[config.mk]
export PLATFORM = sky130hd
export DESIGN_NAME = alu_mc
export DESIGN_NICKNAME = d
export VERILOG_FILES = /design/src/rtl/alu_pkg.sv /design/src/rtl/alu_iter_core.sv /design/src/rtl/alu_mc.sv
export SDC_FILE = /design/constraint.sdc
export NUM_CORES = 2
export LEC_CHECK = 0
export BUFFER_PORTS_ARGS = -buffer_cell sky130_fd_sc_hd__buf_4
export CORE_ASPECT_RATIO = 1.2
export CORE_MARGIN = 2
export CORE_UTILIZATION = 50
export DETAILED_ROUTE_END_ITERATION = 8
export PLACE_DENSITY = 0.67
export SKIP_LAST_GASP = 1
export SYNTH_ARGS = -nofsm -noshare
export SYNTH_HDL_FRONTEND = slang
export SYNTH_SLANG_ARGS = --single-unit
[constraint.sdc]
create_clock -name clk -period 6.85 [get_ports clk]
set_clock_uncertainty 0.15 [all_clocks]
set_input_delay 2.055 -clock clk [delete_from_list [all_inputs] [get_ports clk]]
set_output_delay 2.055 -clock clk [all_outputs]
set_load 0.01 [all_outputs]
[src/rtl/alu_pkg.sv]
// Opcode map, FSM encoding and opcode-class predicates shared by the
// multi-cycle ALU and its iterative datapath.
package alu_pkg;

  localparam logic [3:0] ALU_ADD   = 4'd0;
  localparam logic [3:0] ALU_SUB   = 4'd1;
  localparam logic [3:0] ALU_MUL   = 4'd2;
  localparam logic [3:0] ALU_DIVU  = 4'd3;
  localparam logic [3:0] ALU_AND   = 4'd4;
  localparam logic [3:0] ALU_OR    = 4'd5;
  localparam logic [3:0] ALU_XOR   = 4'd6;
  localparam logic [3:0] ALU_GEU   = 4'd7;
  localparam logic [3:0] ALU_LTU   = 4'd8;
  localparam logic [3:0] ALU_EQ    = 4'd9;
  localparam logic [3:0] ALU_NE    = 4'd10;
  localparam logic [3:0] ALU_DIV   = 4'd11;
  localparam logic [3:0] ALU_REMU  = 4'd12;
  localparam logic [3:0] ALU_REM   = 4'd13;
  localparam logic [3:0] ALU_LT    = 4'd14;
  localparam logic [3:0] ALU_MULHU = 4'd15;

  localparam logic [1:0] ST_IDLE = 2'd0;
  localparam logic [1:0] ST_BUSY = 2'd1;
  localparam logic [1:0] ST_DONE = 2'd2;

  function automatic logic is_div(input logic [3:0] op);
    return (op == ALU_DIVU) || (op == ALU_DIV) || (op == ALU_REMU) || (op == ALU_REM);
  endfunction

  function automatic logic is_iter(input logic [3:0] op);
    return is_div(op) || (op == ALU_MUL) || (op == ALU_MULHU);
  endfunction

endpackage

[src/rtl/alu_iter_core.sv]
// Bit-serial unsigned multiply (shift-add) and restoring divide; one step per
// clock. hi/lo hold {product} for multiply and {remainder, quotient} for divide.
module alu_iter_core
  import alu_pkg::*;
#(
  parameter int N  = 64,
  parameter int CW = $clog2(N) + 1
) (
  input  logic           clk,
  input  logic           rst_n,
  input  logic           flush,
  input  logic           start,
  input  logic [3:0]     op,
  input  logic [N-1:0]   a,
  input  logic [N-1:0]   b,
  output logic           done,
  output logic [N-1:0]   quo,
  output logic [N-1:0]   rem,
  output logic [2*N-1:0] prod
);

  logic [N-1:0]  hi, lo, bq;
  logic [CW-1:0] cnt;
  logic          div_q;
  logic [N:0]    mul_sum, trial, diff;
  logic          fits;

  always_comb begin
    mul_sum = {1'b0, hi} + (lo[0] ? {1'b0, bq} : {(N+1){1'b0}});
    trial   = {hi, lo[N-1]};
    diff    = trial - {1'b0, bq};
    fits    = (trial >= {1'b0, bq});
  end

  always_ff @(posedge clk or negedge rst_n) begin
    if (!rst_n) begin
      hi    <= '0;
      lo    <= '0;
      bq    <= '0;
      cnt   <= '0;
      div_q <= 1'b0;
      done  <= 1'b0;
    end else if (flush) begin
      cnt  <= '0;
      done <= 1'b0;
    end else if (start) begin
      hi    <= '0;
      lo    <= a;
      bq    <= b;
      div_q <= is_div(op);
      cnt   <= CW'(N);
      done  <= 1'b0;
    end else if (cnt != '0) begin
      // multiplier bits leave lo from the bottom; dividend bits from the top
      if (div_q) begin
        hi <= fits ? diff[N-1:0] : trial[N-1:0];
        lo <= {lo[N-2:0], fits};
      end else begin
        hi <= mul_sum[N:1];
        lo <= {mul_sum[0], lo[N-1:1]};
      end
      cnt  <= cnt - CW'(1);
      done <= (cnt == CW'(1));
    end else begin
      done <= 1'b0;
    end
  end

  assign quo  = lo;
  assign rem  = hi;
  assign prod = {hi, lo};

endmodule

[src/rtl/alu_mc.sv]
// Multi-cycle integer ALU with valid/ready on both sides: single-cycle ops and
// divide special cases finish at the accept edge, mul/div take N+1 edges.
module alu_mc
  import alu_pkg::*;
#(
  parameter  int N  = 64,
  localparam int CW = $clog2(N) + 1
) (
  input  logic         clk,
  input  logic         rst_n,
  input  logic         flush,
  input  logic         in_valid,
  output logic         in_ready,
  input  logic [N-1:0] a,
  input  logic [N-1:0] b,
  input  logic [3:0]   sel,
  output logic         out_valid,
  input  logic         out_ready,
  output logic [N-1:0] res,
  output logic         busy
);

  localparam logic [N-1:0] MIN_VAL = {1'b1, {(N-1){1'b0}}};

  function automatic logic [N-1:0] alu_single(input logic [3:0] op,
                                               input logic [N-1:0] x, y);
    logic [N-1:0] r;
    r = '0;
    case (op)
      ALU_ADD: r = x + y;
      ALU_SUB: r = x - y;
      ALU_AND: r = x & y;
      ALU_OR:  r = x | y;
      ALU_XOR: r = x ^ y;
      ALU_GEU: r = {{(N-1){1'b0}}, x >= y};
      ALU_LTU: r = {{(N-1){1'b0}}, x < y};
      ALU_EQ:  r = {{(N-1){1'b0}}, x == y};
      ALU_NE:  r = {{(N-1){1'b0}}, x != y};
      ALU_LT:  r = {{(N-1){1'b0}}, $signed(x) < $signed(y)};
      default: r = '0;
    endcase
    return r;
  endfunction

  function automatic logic [N-1:0] sign_fix(input logic [N-1:0] v, input logic neg);
    return neg ? -v : v;
  endfunction

  logic [1:0]     state;
  logic [3:0]     op_q;
  logic           neg_q;
  logic           accept, sgn_op, a_neg, b_neg, b_zero, ovf, special, neg_d, core_start;
  logic [N-1:0]   abs_a, abs_b, special_res, iter_res;
  logic           core_done;
  logic [N-1:0]   core_quo, core_rem;
  logic [2*N-1:0] core_prod;

  assign in_ready  = (state == ST_IDLE);
  assign busy      = (state != ST_IDLE);
  assign out_valid = (state == ST_DONE);
  assign accept    = in_valid & in_ready & ~flush;

  // Signed divides run on magnitudes; the sign is restored when res is loaded.
  always_comb begin
    sgn_op      = (sel == ALU_DIV) || (sel == ALU_REM);
    a_neg       = sgn_op & a[N-1];
    b_neg       = sgn_op & b[N-1];
    abs_a       = a_neg ? -a : a;
    abs_b       = b_neg ? -b : b;
    b_zero      = (b == '0);
    ovf         = sgn_op && (a == MIN_VAL) && (b == '1);
    special     = is_div(sel) && (b_zero || ovf);
    neg_d       = (sel == ALU_DIV) ? (a_neg ^ b_neg) : a_neg;
    core_start  = accept && is_iter(sel) && !special;
    special_res = '0;
    if (b_zero)
      special_res = ((sel == ALU_DIV) || (sel == ALU_DIVU)) ? '1 : a;
    else if (sel == ALU_DIV)
      special_res = MIN_VAL;
  end

  always_comb begin
    iter_res = '0;
    case (op_q)
      ALU_MUL:            iter_res = core_prod[N-1:0];
      ALU_MULHU:          iter_res = core_prod[2*N-1:N];
      ALU_DIV, ALU_DIVU:  iter_res = sign_fix(core_quo, neg_q);
      ALU_REM, ALU_REMU:  iter_res = sign_fix(core_rem, neg_q);
      default:            iter_res = '0;
    endcase
  end

  alu_iter_core #(.N(N), .CW(CW)) u_core (
    .clk   (clk),
    .rst_n (rst_n),
    .flush (flush),
    .start (core_start),
    .op    (sel),
    .a     (abs_a),
    .b     (abs_b),
    .done  (core_done),
    .quo   (core_quo),
    .rem   (core_rem),
    .prod  (core_prod)
  );

  always_ff @(posedge clk or negedge rst_n) begin
    if (!rst_n) begin
      state <= ST_IDLE;
      res   <= '0;
      op_q  <= ALU_ADD;
      neg_q <= 1'b0;
    end else if (flush) begin
      state <= ST_IDLE;
    end else begin
      case (state)
        ST_IDLE: if (accept) begin
          op_q  <= sel;
          neg_q <= sgn_op & neg_d;
          if (special) begin
            res   <= special_res;
            state <= ST_DONE;
          end else if (is_iter(sel)) begin
            state <= ST_BUSY;
          end else begin
            res   <= alu_single(sel, a, b);
            state <= ST_DONE;
          end
        end
        ST_BUSY: if (core_done) begin
          res   <= iter_res;
          state <= ST_DONE;
        end
        ST_DONE: if (out_ready) state <= ST_IDLE;
        default: state <= ST_IDLE;
      endcase
    end
  end

endmodule

==> run_results.csv <==
group,metric,value,unit
setup_path,critPathLaunchType,"primary input",
route,routed_wl,192000,um
setup_path,slowest_stage,"nor4_1",
setup_path,cp.depth,12,
finish,drive_gt1_share,8.66,%
global_route,grt_usage,45.0,%
route,num_vias,46990,
pwr,p_leak,0.0185,uW
setup_path,cpPeakStageDelay,1.01,ns
finish,seq_area,0.00681,mm2
clocking,clock_sink_count,272,
setup_path,cpMostUsedCell,"buf_4",
clocking,worstSkewPairLatency,0.59,ns
clocking,clockBufferDepth,3,
clocking,cts.repair.resized,0,
setup_path,worstSetupEndpoint,"res[29]",
setup_path,crit_arrival,6.59,ns
setup_path,reg2reg_depth,16,
clocking,cts_buffers,36,
timing,worst_slew_pin_slew,1.24,ns
synth,postSynthCellCount,5755,
floorplan,ios,204,
route,first_iter_violations,6429,
setup_path,crit_path_start,"a[38]",
synth,avgSynthCellArea,6.93,um2
pwr,total_power,16400,uW
place,dp_hpwl,150000,um
pwr,peakVddDrop,0.236,mV
global_route,overflow,0,
synth,yosysSeqAreaShare,17.1,%
status,outcome,"complete, no violations",
finish,fin_nets,6221,
flow_run,max_cap_violations,0,
global_route,grt_pass1_wl,279000,um
route,drc,0,
synth,synth_seq_cells,272,
synth,synth_ff_type,"dfrtp_1",
route,drtPass1Iterations,7,
route,viasPerCell,6.90,
synth,async_reset_ff_share,100,%
timing,fin_crit_sh,91.4,%
clocking,root_buffer,"clkbuf_16",
timing,report.final.slew_viol_count,0,
timing,rsz0062_at_grt,"no",
timing,setup_tns,0,ns
clocking,h-tree-depth,2,
place,portBuffers,203,
worst_hold_path,worstHoldPathType,"register to register",
timing,fmax,160,MHz
setup_path,r2r_end,"u_core.rem[58]",
setup_path,critical_path.max_fanout,58,
finish,nFillCells,7910,
synth,synth_edf_count,0,
synth,ys_types,100,
synth,synth_area,0.0399,mm2
clocking,clk_pin_slew,0.06,ns
clocking,cts_tree,"done",
global_route,antenna_found_initial,10,
floorplan,initial_utilization,50.4,%
timing,slew_headroom,17.5,%
setup_path,critPathBufInv,3,
global_route,grt_pass1_vias,42905,
global_route,grt_max_degree,127,
synth,yosys_warnings,0,
setup_path,r2r_slack,1.22,ns
setup_path,critPathTopFamily,"simple AND/OR/NAND/NOR gates",
floorplan,fp.dieArea,0.0820,mm2
timing,setup_viol_count_final,0,
setup_path,cp_cell_sequence,"buf_4 -> or4_1 -> or3_1 -> nand3b_1 -> nor4_1 -> buf_4 -> a21o_1 -> o21ai_1 -> a211o_2 -> buf_4 -> a311oi_1 -> a221o_1",
route,ant_nets,0,
floorplan,core,0.0790,mm2
floorplan,fp-row-count,113,
setup_path,cp-end-kind,"register",
floorplan,die_y,313,um
route,wl_per_cell,28.2,um
setup_path,critPathRequiredTime,7.18,ns
setup_path,rr_startpoint,"u_core.quo[0]",
setup_path,critical_path_class,"primary input to register",
clocking,post-cts-setup-buffers,0,
finish,multi_input_area,0.0304,mm2
finish,area_delta_synth_final,9.26,%
clocking,cts_hold_buffers,0,
synth,syn_nets,6229,
place,place_congestion,1.07,
timing,finalCriticalPeriod,6.26,ns
floorplan,die_w,262,um
timing,hold_violations,0,
pwr,powerDensity,378,mW/mm2
[state kept, by name, summed over array words and instances (netlist names)]
register,cells
res,64
u_core.bq,64
u_core.quo,64
u_core.rem,64
u_core.cnt,7
op_q,4
state,2
neg_q,1
u_core.div_q,1
u_core.done,1
[power by group]
part	internal (uW)	total, uW	switching, uW
registers	2220	3410	1190
logic	4150	11100	6910
clock network	1150	1980	837
[tightest hold or removal path: stages (launching register included)]
cell and delay, ns:
dfrtp_1 0.34, nand2_1 0.05, o21ai_0 0.06
[how the worst min path moves through the flow]
stage | from | cells past startpoint | to
finish | u_core.bq[47] | 2 | u_core.bq[47]
CTS | res[10] | 2 | res[10]
floorplan | u_core.done | 1 | state[0]
detailed placement | res[10] | 2 | res[10]
global route | res[10] | 2 | res[10]
global placement | res[10] | 2 | res[10]
[cell type report]
| type | count | share of cell area, % |
|---|---|---|
| diodes | 2 | 0.0115 |
| inverters | 321 | 2.77 |
| repair buffers | 333 | 5.99 |
| clock inverters | 19 | 0.425 |
| multi-input cells | 4783 | 69.9 |
| well taps | 1035 | 2.97 |
| flip-flops and latches | 272 | 15.6 |
| clock buffers | 44 | 2.28 |
[cell usage in the layout, fill, tap and decap left out, types with 22 or more instances in the layout]
cell / instances
xor2_1: 56
and3_1: 25
or3_1: 45
a211oi_1: 51
buf_4: 324
dfrtp_1: 270
o21bai_1: 64
a21oi_1: 599
o21a_1: 44
nand2_1: 535
nand3_1: 112
clkbuf_16: 37
a22oi_1: 49
inv_1: 318
or4_1: 32
and2_1: 22
a31oi_1: 107
o31ai_1: 86
nor2b_1: 47
nand2b_1: 46
o41ai_1: 30
nor3_1: 131
a21o_1: 102
nor4_1: 84
xnor2_1: 241
o21ai_0: 551
mux2i_1: 92
nor2_1: 651
a221oi_1: 76
ha_1: 333
o311ai_0: 24
o22ai_1: 22
o211ai_1: 61
a22o_1: 28
nand4_1: 97
[synth_stat cells, types with 103 or more instances]
library cell,n,area [um2]
ha_1,333,4170
xnor2_1,241,2110
a31oi_1,107,669
dfrtp_1,272,6810
clkbuf_1,305,1140
nand2_1,535,2010
a21oi_1,599,3000
nor3_1,135,676
inv_1,319,1200
o21ai_0,551,2760
nor2_1,657,2470
nand3_1,114,571
a21o_1,103,773
[logic make-up (layout without fill, tap and decap cells)]
family                   count (synthesis)  after routing  synth area share, %
XOR/XNOR                               297            297                 6.53
other                                    0              2                    0
multiplexers                           103            103                 2.62
AND/OR/NAND/NOR                       1933           1933                 22.7
adder cells (fa/ha/maj)                337            337                 10.7
flip-flops                             272            272                 17.1
buffers and inverters                  700            717                 6.78
AO/OA/AOI/OAI                         2113           2113                 33.6
[routing by layer]
layer	GRT usage, %	wire (um)	share of wire, %
met2	65.8	80200	42
met1	60.8	76600	40
met4	24.1	12300	6.4
met5	0	64	0.033
met3	10.7	23100	12
[stage by stage]
stage                     area [um2]  std cells  hold slack, ns  setup slack, ns  util [%]
final                          43500       6809           0.330            0.588      55.1
after floorplan                39900       5755           0.284             1.20         -
after global routing           43500       6807           0.354            0.669      55.1
after CTS                      43500       6807           0.329            0.759      55.1
after global placement         42400       6744           0.307            0.245      53.6
after detailed placement       42400       6744           0.315            0.212      53.6
Power figures use the tool's default switching activity.
